File: config.mk
export PLATFORM = sky130hd
export DESIGN_NAME = blake2_io_tx
export DESIGN_NICKNAME = d
export VERILOG_FILES = /design/src/rtl/blake2_io_tx.sv
export SDC_FILE = /design/constraint.sdc
export NUM_CORES = 1
export LEC_CHECK = 0
export CAP_MARGIN = 20
export CORE_MARGIN = 10
export CORE_UTILIZATION = 51
export CTS_BUF_LIST = sky130_fd_sc_hd__clkbuf_2 sky130_fd_sc_hd__clkbuf_4 sky130_fd_sc_hd__clkbuf_8
export DETAILED_ROUTE_END_ITERATION = 7
export PLACE_DENSITY = 0.88
export SLEW_MARGIN = 25
export SYNTH_ARGS = -nofsm -noshare
export SYNTH_HDL_FRONTEND = slang
export SYNTH_SLANG_ARGS = --single-unit
File: constraint.sdc
create_clock -name clk -period 2.55 [get_ports clk]
set_input_delay 0.51 -clock clk [delete_from_list [all_inputs] [get_ports clk]]
set_output_delay 0.51 -clock clk [all_outputs]
set_load 0.03 [all_outputs]
File: src/rtl/blake2_io_tx.sv
// Byte-serial transmitter feeding a BLAKE2 receiver: config, then 64-byte blocks.
// Define BLAKE2_IO_TX_PAD_EN to zero-fill a block once the message runs out.
module blake2_io_tx #(
    parameter logic [1:0] CMD_CONF  = 2'd0,
    parameter logic [1:0] CMD_START = 2'd1,
    parameter logic [1:0] CMD_DATA  = 2'd2,
    parameter logic [1:0] CMD_LAST  = 2'd3
) (
    input  logic        clk,
    input  logic        reset,
    input  logic        start_i,
    input  logic [5:0]  kk_i,
    input  logic [5:0]  nn_i,
    input  logic [63:0] ll_i,
    input  logic        in_valid_i,
    input  logic [7:0]  in_data_i,
    output logic        in_ready_o,
    output logic        valid_o,
    output logic [1:0]  cmd_o,
    output logic [7:0]  data_o,
    output logic        busy_o,
    output logic        done_o
);

    localparam logic [1:0] S_IDLE = 2'd0;
    localparam logic [1:0] S_CONF = 2'd1;
    localparam logic [1:0] S_DATA = 2'd2;
    localparam logic [1:0] S_DONE = 2'd3;

`ifdef BLAKE2_IO_TX_PAD_EN
    localparam logic PAD = 1'b1;
`else
    localparam logic PAD = 1'b0;
`endif

    logic [1:0]  state;
    logic [63:0] rem;
    logic [5:0]  idx;
    logic [5:0]  nn_q;
    logic [3:0]  cnt;
    logic        first_blk;
    logic        last_q;

    logic        rem_nz;
    logic        take;
    logic        pad_byte;
    logic        send;
    logic        is_last;
    logic [3:0]  bsel;
    logic [7:0]  conf_byte;
    logic [1:0]  data_cmd;

    assign rem_nz   = |rem;
    assign take     = (state == S_DATA) && (rem_nz || !PAD) && in_valid_i;
    assign pad_byte = (state == S_DATA) && !rem_nz && PAD;
    assign send     = take || pad_byte;
    // The last-block decision is made once, at the head of each block.
    assign is_last  = (idx == 6'd0) ? (rem <= 64'd64) : last_q;
    assign bsel     = cnt - 4'd2;

    assign in_ready_o = take && !reset;
    assign busy_o     = (state != S_IDLE);

    always_comb begin
        conf_byte = rem[{bsel[2:0], 3'b000} +: 8];
        if (cnt == 4'd1) begin
            conf_byte = {2'b00, nn_q};
        end
    end

    always_comb begin
        data_cmd = CMD_DATA;
        unique case (1'b1)
            (first_blk && idx == 6'd0): data_cmd = CMD_START;
            (!(first_blk && idx == 6'd0) && is_last): data_cmd = CMD_LAST;
            default: data_cmd = CMD_DATA;
        endcase
    end

    always_ff @(posedge clk) begin
        if (reset) begin
            state     <= S_IDLE;
            valid_o   <= 1'b0;
            cmd_o     <= CMD_CONF;
            data_o    <= 8'h00;
            done_o    <= 1'b0;
            idx       <= 6'd0;
            rem       <= 64'd0;
            cnt       <= 4'd0;
            nn_q      <= 6'd0;
            first_blk <= 1'b0;
            last_q    <= 1'b0;
        end else begin
            valid_o <= 1'b0;
            done_o  <= 1'b0;
            case (state)
                S_IDLE: begin
                    if (start_i) begin
                        rem     <= ll_i;
                        nn_q    <= nn_i;
                        valid_o <= 1'b1;
                        cmd_o   <= CMD_CONF;
                        data_o  <= {2'b00, kk_i};
                        cnt     <= 4'd1;
                        state   <= S_CONF;
                    end
                end
                S_CONF: begin
                    valid_o <= 1'b1;
                    cmd_o   <= CMD_CONF;
                    data_o  <= conf_byte;
                    cnt     <= cnt + 4'd1;
                    if (cnt == 4'd9) begin
                        idx       <= 6'd0;
                        first_blk <= 1'b1;
                        state     <= S_DATA;
                    end
                end
                S_DATA: begin
                    if (send) begin
                        valid_o <= 1'b1;
                        cmd_o   <= data_cmd;
                        data_o  <= take ? in_data_i : 8'h00;
                        idx     <= idx + 6'd1;
                        if (idx == 6'd0) begin
                            last_q <= is_last;
                        end
                        if (take && rem_nz) begin
                            rem <= rem - 64'd1;
                        end
                        if (idx == 6'd63) begin
                            first_blk <= 1'b0;
                            if (is_last) begin
                                state <= S_DONE;
                            end
                        end
                    end
                end
                S_DONE: begin
                    done_o <= 1'b1;
                    state  <= S_IDLE;
                end
                default: state <= S_IDLE;
            endcase
        end
    end

endmodule

==> flow_metrics.py <==
metrics = {
    "worst_setup_path": {
        "path_cells": "or4_4 > or3_4 > or4_4 > o31a_1 > o311ai_2 > o31ai_1",
        "crit_buf_inv": 0,
        "timing.rr.end": "rem[56]",
        "rr_startpoint": "rem[41]",
        "critPathRequiredTime_ns": 2.81,
        "path_delay_family": "simple AND/OR/NAND/NOR gates",
        "worst-r2r-cell-count": 6,
        "path_class": "reg2reg",
        "end_kind": "register",
        "crit_top_cell": "or4_4",
        "slowest_stage": "or4_4",
        "worst_ep_arrival_time_ns": 2.83,
        "slowest_delay_ns": 0.57,
        "worstPathMaxFanout": 7,
        "start_kind": "register",
        "rrSetupSlack_ns": -0.02,
    },
    "drt": {
        "routedWlPerCell_um": 21.7,
        "drtPass1Iterations": 7,
        "vias": 7929,
        "via_per_inst": 6.78,
        "drc": 0,
        "totalWireLength_mm": 25.4,
        "ant_nets": 0,
        "drt_iter0_markers": 1178,
    },
    "timing": {
        "maxSlewHeadroom_pct": 46.6,
        "hold_ws_ns": 0.456,
        "timing.setup.tns_ns": -0.0359,
        "finalClockSkew_ns": 0.0202,
        "final.setup.worst_slack_ns": -0.0194,
        "period_share_pct": 101,
        "setup_viol": 4,
        "period_minus_slack_ns": 2.57,
        "slew_viol_final": 0,
        "rsz0062_at_grt": "true",
        "fmax_ghz": 0.389,
        "worst_slew_pin_slew_ns": 0.801,
        "hold_viol": 0,
    },
    "hold_path": {
        "min-delay-start": "data_o[4]",
        "min_to": "data_o[4]",
        "hold_path_depth": 2,
        "hold_path.class": "reg2reg",
    },
    "yosys": {
        "ys_async_sr_fraction_pct": 0,
        "yosysWarnings": 0,
        "synth-main-ff-cell": "dfxtp_1",
        "syn_nets": 928,
        "synthCells": 829,
        "synth_area_per_cell_um2": 7.91,
        "yosysUniqueCellTypes": 67,
        "synth-seq-cells": 96,
        "synth_edf_count": 0,
        "netlist_top_cells_area": "dfxtp_1 29%, nand2_1 5.6%, mux4_2 5.5%",
        "synth_top_area_share_pct": 29.3,
        "synth_area_um2": 6560,
        "ys_seq_area_share_pct": 29.3,
        "synth_area_leader_cell": "dfxtp_1",
    },
    "floorplanning": {
        "core_area_um2": 12600,
        "die_x_um": 133,
        "start_util_pct": 52.0,
        "io_pins": 102,
        "dieArea_um2": 17800,
        "fp.dieH_um": 133,
        "num_rows": 41,
    },
    "place": {
        "numPortBuffers": 101,
        "routabilityCongestion": 1.06,
        "pre_cts_ws_ns": -0.138,
        "hpwl_mm": 17.8,
        "placed_cell_area_um2": 8470,
        "dp.cells": 1147,
    },
    "clock_tree": {
        "cts.reportedPaths.clkPinSlew_ns": 0.09,
        "cts_root_buf": "clkbuf_8",
        "h-tree-depth": 3,
        "insertion_delay_ns": 0.40,
        "cts_buffers": 9,
        "cts.hold.buffers_added": 0,
        "cts_tree": "built",
        "cts_max_path_buffers": 2,
        "clock_sinks": 96,
    },
    "global_routing": {
        "grt_max_degree": 74,
        "grt-ovfl-total": 0,
        "antenna_found_initial": 1,
        "grt_use_met3_pct": 6.47,
        "gr-usage-met1_pct": 35.6,
        "grt_pass1_wl_mm": 39.6,
        "top_usage_layer": "met2",
        "grt_usage_pct": 26.8,
        "grt_use_met2_pct": 40.1,
        "grt_pass1_vias": 7443,
    },
    "pwr": {
        "p_leak_nw": 3.27,
        "p_per_area_nw_per_um2": 1310,
        "vdd_drop_max_mv": 0.660,
        "power_mw": 11.8,
    },
    "final_layout": {
        "regArea_um2": 1930,
        "design_area_um2": 9000,
        "layout_common_cells": "119 x buf_4, 98 x clkdlybuf4s50_1, 97 x nand2_1, 90 x dfxtp_1, 59 x a21oi_1",
        "fill_cells": 954,
        "mostFrequentLayoutCell": "buf_4",
        "area_delta_synth_final_pct": 37.3,
        "drive_above_1_share_pct": 22.2,
        "n_antenna_cell": 0,
        "layout.nets": 1092,
        "final_util_pct": 71.3,
        "multi_input_area_um2": 4500,
        "final-instance-count-excl-fill": 1170,
    },
    "outcome": {
        "status": "finished, violations left",
        "failed_checks": "negative setup slack",
    },
    "job": {
        "maxCapViolations": 0,
    },
}
-- state kept, by name, indices dropped and copies added (netlist names), 2 cells and up --
signal / cells
nn_q: 6
cnt: 4
data_o: 8
rem: 64
state: 2
idx: 6
cmd_o: 2
-- cell type report --
type	count	share of cell area [%]
Sequential cell	96	21.5
Timing Repair Buffer	234	23.4
Clock inverter	5	0.639
Tap cell	172	2.39
Inverter	15	0.625
Clock buffer	11	1.54
Multi-Input combinational cell	637	49.9
-- routing by layer --
layer	wire, um	share of wire (%)
met3	3260	13
met1	10000	39
met5	0	0
met2	11300	44
met4	888	3.5
-- synth_stat cells (5+ instances only) --
cell,n
o211ai_1,9
o311ai_0,18
o31ai_1,38
o21ai_0,17
dfxtp_1,96
nor2b_1,13
nand3_1,28
nor4_1,22
o31a_1,11
a211oi_1,17
nor3_1,33
or3_1,18
a21oi_1,61
clkbuf_1,69
a22oi_1,8
ha_1,11
buf_2,7
o41ai_1,6
mux2i_1,19
nand4_1,13
mux4_2,16
inv_1,15
o32ai_1,14
a31oi_1,15
nand2_1,98
or4_1,11
o2111ai_1,8
nor2_1,57
nand2b_1,5
-- worst max path at each step --
stage | from | end | slack (ns) | depth (start not counted)
floorplan | rem[38] | rem[56] | -0.11 | 9
global placement | rem[57] | rem[57] | -0.13 | 9
detailed placement | rem[57] | rem[57] | -0.14 | 9
CTS | rem[57] | rem[57] | -0.01 | 9
global route | rem[40] | rem[21] | -0.11 | 9
finish | rem[41] | rem[56] | -0.02 | 6
-- worst register-to-register path: stages (launching register included) --
cell,delay (ns)
dfxtp_1,0.32
or4_4,0.57
or3_4,0.41
or4_4,0.50
o31a_1,0.28
o311ai_2,0.26
o31ai_1,0.11
-- kinds of logic after synthesis --
kind of cell,Yosys count,synth area share [%]
adders and majority gates,11,2.10
xor gates and xnor gates,5,0.668
muxes,37,8.74
AOI/OAI and AO/OA,263,28.9
DFF,96,29.3
and+or+nand+nor,321,24.6
buffers and inverters,96,5.74
-- report_power, final --
| part | leakage (nW) | switching, mW | total [mW] | internal (mW) |
|---|---|---|---|---|
| Clock | 0.104 | 0.585 | 1.06 | 0.477 |
| Combinational | 2.37 | 4.63 | 8.12 | 3.48 |
| Sequential | 0.791 | 0.557 | 2.61 | 2.05 |
| Total | 3.27 | 5.77 | 11.8 | 6.01 |
-- what timing repair did --
item | CTS | global route
pin swaps | 0 | 10
resized for setup | 13 | 53
endpoints found under the setup margin | 53 | 58
gates cloned | 0 | 2
setup buffers | 0 | 5
No activity file was read; power rests on OpenSTA's default activity.
